$ cat config.mk
export PLATFORM = sky130hd
export DESIGN_NAME = mux_scan_ctrl
export DESIGN_NICKNAME = d
export VERILOG_FILES = /design/src/rtl/mux_scan_pkg.sv /design/src/rtl/mux_scan_dwell_cnt.sv /design/src/rtl/mux_scan_ctrl.sv
export SDC_FILE = /design/constraint.sdc
export NUM_CORES = 1
export LEC_CHECK = 0
export ABC_AREA = 1
export CORE_MARGIN = 5
export CORE_UTILIZATION = 57
export DETAILED_ROUTE_END_ITERATION = 10
export PLACE_DENSITY = 0.81
export SYNTH_ARGS = -nofsm -noshare
export SYNTH_HDL_FRONTEND = slang
export SYNTH_SLANG_ARGS = --single-unit
$ cat constraint.sdc
create_clock -name clk_in -period 1.8 [get_ports clk_in]
set_input_delay 0.36 -clock clk_in [delete_from_list [all_inputs] [get_ports clk_in]]
set_output_delay 0.36 -clock clk_in [all_outputs]
set_load 0.01 [all_outputs]
$ cat src/rtl/mux_scan_pkg.sv
// Shared types and constants for the 4:1 mux scan sequencer.
package mux_scan_pkg;

  localparam int unsigned NUM_CH = 4;
  localparam int unsigned SEL_W  = 2;

  typedef enum logic [1:0] {
    IDLE,
    SCAN,
    DONE
  } scan_state_t;

endpackage

$ cat src/rtl/mux_scan_dwell_cnt.sv
// Dwell counter: counts 0..DWELL-1 while enabled, wrapping to 0 after the last cycle.
module mux_scan_dwell_cnt #(
  parameter int unsigned CNT_W = 8,
  parameter int unsigned DWELL = 2
) (
  input  logic clk,
  input  logic rst,
  input  logic clr,
  input  logic en,
  output logic last
);

  localparam logic [CNT_W-1:0] LastVal = CNT_W'(DWELL - 1);

  logic [CNT_W-1:0] cnt_q, cnt_d;

  assign last = (cnt_q == LastVal);

  always_comb begin
    cnt_d = cnt_q;
    if (clr) begin
      cnt_d = '0;
    end else if (en) begin
      cnt_d = last ? '0 : cnt_q + 1'b1;
    end
  end

  always_ff @(posedge clk) begin
    if (rst) begin
      cnt_q <= '0;
    end else begin
      cnt_q <= cnt_d;
    end
  end

endmodule

$ cat src/rtl/mux_scan_ctrl.sv
// Scan sequencer for a 4:1 mux: dwells on each channel, samples on its last cycle and
// publishes all four samples at once. Optional parity output under MUX_SCAN_PARITY_EN.
module mux_scan_ctrl
  import mux_scan_pkg::*;
#(
  parameter int unsigned DWELL = 2,
  parameter int unsigned CNT_W = 8
) (
  input  logic              clk_in,
  input  logic              rst_in,
  input  logic              start_in,
  input  logic              mux_y_in,
  output logic [SEL_W-1:0]  sel_out,
  output logic              busy_out,
  output logic              done_out,
`ifdef MUX_SCAN_PARITY_EN
  output logic              parity_out,
`endif
  output logic [NUM_CH-1:0] scan_out
);

  if (DWELL < 1 || DWELL > 255) begin : g_bad_dwell
    $error("mux_scan_ctrl: DWELL must be in 1..255");
  end
  if (CNT_W < 32 && (32'd1 << CNT_W) <= DWELL) begin : g_bad_cnt_w
    $error("mux_scan_ctrl: CNT_W too narrow for DWELL");
  end

  scan_state_t       state_q, state_d;
  logic [SEL_W-1:0]  chan_q, chan_d;
  logic [NUM_CH-1:0] shadow_q, shadow_d;
  logic [NUM_CH-1:0] scan_q, scan_d;
  logic              cnt_clr, cnt_en, cnt_last;

  mux_scan_dwell_cnt #(
    .CNT_W (CNT_W),
    .DWELL (DWELL)
  ) u_dwell_cnt (
    .clk  (clk_in),
    .rst  (rst_in),
    .clr  (cnt_clr),
    .en   (cnt_en),
    .last (cnt_last)
  );

  always_comb begin
    state_d  = state_q;
    chan_d   = chan_q;
    shadow_d = shadow_q;
    scan_d   = scan_q;
    cnt_clr  = 1'b0;
    cnt_en   = 1'b0;
    unique case (state_q)
      IDLE: begin
        if (start_in) begin
          state_d = SCAN;
          chan_d  = '0;
          cnt_clr = 1'b1;
        end
      end
      SCAN: begin
        cnt_en = 1'b1;
        if (cnt_last) begin
          shadow_d[chan_q] = mux_y_in;
          if (chan_q == SEL_W'(NUM_CH - 1)) begin
            // Last sample is folded in directly so the word is complete in the DONE cycle.
            state_d = DONE;
            chan_d  = '0;
            scan_d  = shadow_d;
          end else begin
            chan_d = chan_q + 1'b1;
          end
        end
      end
      DONE: state_d = IDLE;
      default: state_d = IDLE;
    endcase
  end

  always_ff @(posedge clk_in) begin
    if (rst_in) begin
      state_q  <= IDLE;
      chan_q   <= '0;
      shadow_q <= '0;
      scan_q   <= '0;
    end else begin
      state_q  <= state_d;
      chan_q   <= chan_d;
      shadow_q <= shadow_d;
      scan_q   <= scan_d;
    end
  end

`ifdef MUX_SCAN_PARITY_EN
  logic parity_q;

  always_ff @(posedge clk_in) begin
    if (rst_in) begin
      parity_q <= 1'b0;
    end else begin
      parity_q <= ^scan_d;
    end
  end

  assign parity_out = parity_q;
`endif

  assign sel_out  = chan_q;
  assign busy_out = (state_q == SCAN);
  assign done_out = (state_q == DONE);
  assign scan_out = scan_q;

endmodule

### Word level (Yosys, flattened, before mapping)

Index checks and enable logic that the tools add are counted.

| cells by class | value |
|---|---|
| add/subtract/negate cells | 2 |
| order comparisons | 2 |
| eq/ne operators | 7 |
| multiplexer cells | 15 |
| reduce and logical (&&, ||, !) cells | 8 |

Operators with widths:

| cell | count |
|---|---|
| 2-to-1 mux 2 bit | 6 |
| AND reduction 3 bit | 3 |
| adder 8 x 1 -> 8 bit (second input constant) | 1 |
| == test 8 x 1 -> 1 bit (second input constant) | 1 |
| 2-to-1 mux 8 bit | 1 |
| one-hot mux 2 bit (2 select lines) | 2 |
| bitwise mux 4 bit | 1 |
| == test 2 bit (second input constant) | 2 |
| 2-to-1 mux 1 bit | 4 |
| != test 2 x 1 -> 1 bit (second input constant) | 2 |
| less-than comparator 2 x 3 -> 1 bit (second input constant) | 1 |
| adder 2 x 1 -> 2 bit (second input constant) | 1 |
| demux 1 bit (select 2 bit) | 1 |
| == test 2 x 1 -> 1 bit (second input constant) | 1 |
| >= comparator 2 x 1 -> 1 bit (second input constant) | 1 |
| zero test 2 bit | 1 |
| != test 2 bit (second input constant) | 1 |
| AND reduction 2 bit | 1 |
| nonzero test 2 bit | 1 |
| OR reduction 2 bit | 1 |
| logical AND 1 bit | 1 |

| storage, ports and cells | value |
|---|---|
| register bits after elaboration | 20 |
| input port bits | 4 |
| output and inout port bits | 8 |
| word-level logic and storage cells | 39 |

### Depth between registers and ports, before layout

Gate-level depths: netlist of the first run.

| logic depth | value |
|---|---|
| depth in word-level cells | 5 |
| gate-level depth with buffers | 8 |
| depth with buffers taken out | 8 |

### Cells and area by module

Synthesis of the first run repeated with hierarchy kept, for this count alone.

| unflattened totals | value |
|---|---|
| cells, all modules | 148 |
| area total of the unflattened synthesis | 997.2 sq um |

Modules (own cells, without submodules):

| module | times used | cells each | area an instance (sq um) | sequential area each (sq um) |
|---|---|---|---|---|
| mux_scan_ctrl | 1 | 76 | 528.0 | 220.2 |
| mux_scan_dwell_cnt | 1 | 72 | 469.2 | 160.2 |

### Least setup slack after synthesis of the first run

No wires, ideal clock.

| path | value |
|---|---|
| kind | reg-to-reg |
| start point | register u_dwell_cnt.cnt_q[1] |
| end point | register shadow_q[0] |
| library setup time | 116 ps |
| arrival | 1,075 ps |
| data required time | 1,684 ps |
| setup slack | 610 ps |
| cell stages (with the launch flop) | 8 |
| path buffers | 0 |
| clock period less this slack | 1,190 ps |
| cells stage by stage | dfxtp_1 > inv_1 > ha_1 > nand2_1 > nor2_2 > nand2_1 > o21ai_0 > nor2_1 |

| on the way | value |
|---|---|
| cells in the longest elaborated chain, start to end | 2 |

Ends and longest elaborated chain:

| item | RTL line | source |
|---|---|---|
| start: declaration | mux_scan_dwell_cnt.sv:15 | `logic [CNT_W-1:0] cnt_q, cnt_d;` |
| start signal: assignment | mux_scan_dwell_cnt.sv:32 | `cnt_q <= cnt_d;` |
| == test 8 x 1 -> 1 bit | mux_scan_dwell_cnt.sv:17 | `assign last = (cnt_q == LastVal);` |
| AND reduction 2 bit (no source line) | n/a |  |
| end signal: assignment | mux_scan_ctrl.sv:89 | `shadow_q <= shadow_d;` |
| end: declaration | mux_scan_ctrl.sv:31 | `logic [NUM_CH-1:0] shadow_q, shadow_d;` |

Every way passes these cells.
A chain may end at the register's enable or synchronous reset.

### Worst setup path after layout of the first run

| path | value |
|---|---|
| start point | register chan_q[1] (netlist: sel_out[1]) |
| end point | output sel_out[1] |

RTL lines:

| item | RTL line | source |
|---|---|---|
| start: declaration | mux_scan_ctrl.sv:30 | `logic [SEL_W-1:0] chan_q, chan_d;` |
| start signal: assignment | mux_scan_ctrl.sv:88 | `chan_q <= chan_d;` |
| end: declaration | mux_scan_ctrl.sv:13 | `output logic [SEL_W-1:0] sel_out,` |

No word-level cell between the ends.

==> flow_summary.json, run 1 <==
{
  "crit_path_start_kind": "register",
  "drive_above_1_share": 0.08025,
  "wl_mm": 2.057,
  "critPathLaunch": "sel_out[1]",
  "cts_buffers": 3,
  "min_path_type": "register to register",
  "htreeDepth": 1,
  "dr.first_iter.drc_count": 21,
  "ant_nets": 0,
  "gp_congestion": 0.8233,
  "placedCellCount": 183,
  "worstMarginPinSlew_ns": 0.2691,
  "total_power_mw": 0.7948,
  "clock_sinks": 19,
  "fin_hold_ws_ns": 0.5014,
  "use_met1": 0.1895,
  "use_met2": 0.2992,
  "yosysTopAreaCell": "dfxtp_1",
  "grt_max_degree": 12,
  "antenna_cells": 0,
  "crit_type": "register to output port",
  "cp_num_buf_inv": 1,
  "grt_usage": 0.1643,
  "cts_tree": "done",
  "vdd_ir_drop_max_uv": 535.9,
  "synth-adder-area-share": 0.07453,
  "cp_data_arrival_time_ns": 1.30,
  "finalCritPeriodShare": 0.9225,
  "syn_avg_cell_area_um2": 6.852,
  "finClkSkew_ns": 0.003196,
  "cap_viol_max_count": 0,
  "slowest_delay_ns": 0.57,
  "ys_seq_area_frac": 0.3776,
  "critPathRequiredTime_ns": 1.44,
  "netlist_area_um2": 1007,
  "synth.mux.area_fraction": 0,
  "crit_end": "sel_out[1]",
  "start_util": 0.5897,
  "reg2reg_from": "u_dwell_cnt.cnt_q[1]",
  "grt_pass1_vias": 819,
  "grt_overflow": 0,
  "die_area_um2": 2708,
  "met3_usage": 0.04011,
  "fin_crit_ns": 1.661,
  "ff2ff_path_depth": 7,
  "r2r-end": "shadow_q[1]",
  "worst-path-stages": 1,
  "viasPerCell": 4.925,
  "cpMaxStageDelayCell": "clkdlybuf4s50_1",
  "syn_nets": 157,
  "tns_ns": 0,
  "cts_root_buf": "clkbuf_4",
  "port_buffers": 11,
  "worstHoldStart": "shadow_q[2]",
  "cp_max_fo": 5,
  "clk_latency_ns": 0.30,
  "postSynthCellCount": 147,
  "switching_share": 0.2909,
  "combPwrFrac": 0.163,
  "core_area_um2": 1708,
  "grt_pass1_wl_mm": 3.353,
  "synth_area_leaders": "dfxtp_1 38%, nand2_1 12%, nor2_1 11%",
  "pwr-share-clk": 0.276,
  "routedWlPerCell_um": 11.00,
  "fmax_mhz": 602.2,
  "first_pass_iters": 4,
  "regToRegSetupSlack_ns": 0.37,
  "die_h_um": 52.04,
  "dp_hpwl_mm": 1.519,
  "antenna_found_initial": 0,
  "drv_slew": 0,
  "synth-compound-area-share": 0.08820,
  "crit_family": "buffers and inverters",
  "synth_top_family_by_area": "simple AND/OR/NAND/NOR gates",
  "fin_cells": 187,
  "grt_setup_unrepaired": "false",
  "power_density_nw_per_um2": 672.2,
  "synth-seq-cells": 19,
  "synth_top_area_share": 0.3776,
  "synth-simple-area-share": 0.3727,
  "synth_xor_xnor_area_share": 0.008696,
  "setup_viol": 0,
  "intPower_mw": 0.5636,
  "cts_max_path_buffers": 2,
  "p_sw_mw": 0.2312,
  "synth-warning-count": 0,
  "fin_nets": 173,
  "drcViolationCount": 0,
  "p_leak_nw": 0.5368,
  "hold_viol_final": 0,
  "clkTransAtPathRegs_ns": 0.11,
  "die_w_um": 52.04,
  "area.growth.synth_to_final_pct": 17.39,
  "cp_cell_sequence": "clkdlybuf4s50_1",
  "num_io_pins": 12,
  "end_kind": "output port",
  "row_count": 15,
  "status": "complete, no violations",
  "max_slew_margin": 0.8196,
  "pwr-share-seq": 0.561,
  "busiest_layer": "met2",
  "yosysUniqueCellTypes": 20,
  "vias": 921
}
[placed cells by master (no fill, tap or decap)]
cell type,Yosys,final
dfxtp_1,19,17
inv_2,1,1
clkinv_2,0,1
nor2_1,30,30
nand2_1,33,33
dfxtp_4,0,1
nor3_2,1,1
a21oi_1,11,11
o21ai_0,4,4
inv_1,20,20
a31oi_1,1,1
dlygate4sd2_1,0,1
nand3_2,2,2
ha_1,6,6
dfxtp_2,0,1
nor2_2,2,2
xnor2_1,1,1
nand3_1,7,7
nor3_1,3,3
clkbuf_4,0,3
nand4_1,2,2
a21o_1,1,1
nor2_8,1,1
clkdlybuf4s50_1,0,9
dlymetal6s2s_1,0,1
nand3b_1,1,1
or2_1,1,1
[worst register-to-register path, stage by stage (launching register included)]
cell,delay (ns)
dfxtp_1,0.36
inv_1,0.07
ha_1,0.16
nand2_1,0.07
nor2_2,0.20
nand2_1,0.22
o21ai_0,0.21
nor2_1,0.05
[final cells by class]
class	instances	area, µm²
Clock buffer	3	22.52
Clock inverter	1	5.005
Fill cell	144	525.5
Inverter	21	78.83
Multi-Input combinational cell	107	548.0
Sequential cell	19	385.4
Tap cell	25	31.28
Timing Repair Buffer	11	111.4
[power groups by stage]
| stage | Clock [mW] | Sequential (mW) | Combinational (mW) |
|---|---|---|---|
| after detailed placement | 0 | 0.455 | 0.129 |
| after global placement | 0 | 0.454 | 0.127 |
| final | 0.219 | 0.446 | 0.130 |
| after CTS | 0.227 | 0.446 | 0.128 |
| after floorplan | 0 | 0.454 | 0.0883 |
| after global routing | 0.247 | 0.448 | 0.145 |
[kinds of logic (layout without fill, tap and decap cells)]
group / after synthesis / in the layout
DFF: 19 / 19
buffers and inverters: 21 / 36
and+or+nand+nor: 83 / 83
AOI/OAI and AO/OA: 17 / 17
xor gates and xnor gates: 1 / 1
adders and majority gates: 6 / 6
[cells in the mapped netlist (all sizes together)]
library cell	n
nand2	33
nand3	9
a21oi	11
nand4	2
a21o	1
or2	1
ha	6
nor2	33
o21ai	4
a31oi	1
inv	21
nor3	4
nand3b	1
dfxtp	19
xnor2	1
[state kept, by name, summed over array words and instances (netlist names)]
name	cells
state_q	2
shadow_q	3
u_dwell_cnt.cnt_q	8
scan_out	4
sel_out	2
[metrics by stage]
| stage | util | setup slack [ns] | cell area [µm²] |
|---|---|---|---|
| final | 0.6923 | 0.1394 | 1182 |
| after floorplan | - | 0.6096 | 1007 |
| after global routing | 0.6923 | 0.07195 | 1182 |
| after CTS | 0.6894 | 0.008416 | 1177 |
| after detailed placement | 0.6725 | 0.2693 | 1149 |
| after global placement | 0.6725 | 0.2840 | 1149 |
[layer usage]
metal / part of all wire / vias to the layer above
met5: 0 / -
met1: 0.45 / 414
li1: - / 494
met3: 0.029 / 2
met4: 0.0078 / 0
met2: 0.51 / 11
[how the worst min path moves through the flow]
stage             endpoint  slack [ns]  cells past startpoint
6_report       shadow_q[2]        0.50                      2
2_1_floorplan   sel_out[1]        0.43                      1
3_5_place_dp   shadow_q[2]        0.48                      2
5_1_grt        shadow_q[2]        0.52                      2
4_1_cts        shadow_q[0]        0.50                      2
3_3_place_gp   shadow_q[1]        0.47                      2
[repair_timing]
action                                  CTS  global route
resized for setup                         3             2
buffers inserted                          0             0
hold buffers                              0             0
endpoints found under the setup margin    2             1
Power figures use the tool's default switching activity.
==> run 2: changes to the inputs <==
Settings changed: CTS_CLUSTER_SIZE set to 12, HOLD_SLACK_MARGIN set to 0.08, MAX_ROUTING_LAYER set to met4.
==> results of run 2 <==
Final layout, timing and power as in run 1 (identical DEF).
Main changes from that run: final weighted congestion in routability-driven placement 0.8233 -> 0.8358; overall routing resource usage 0.1643 -> 0.1685
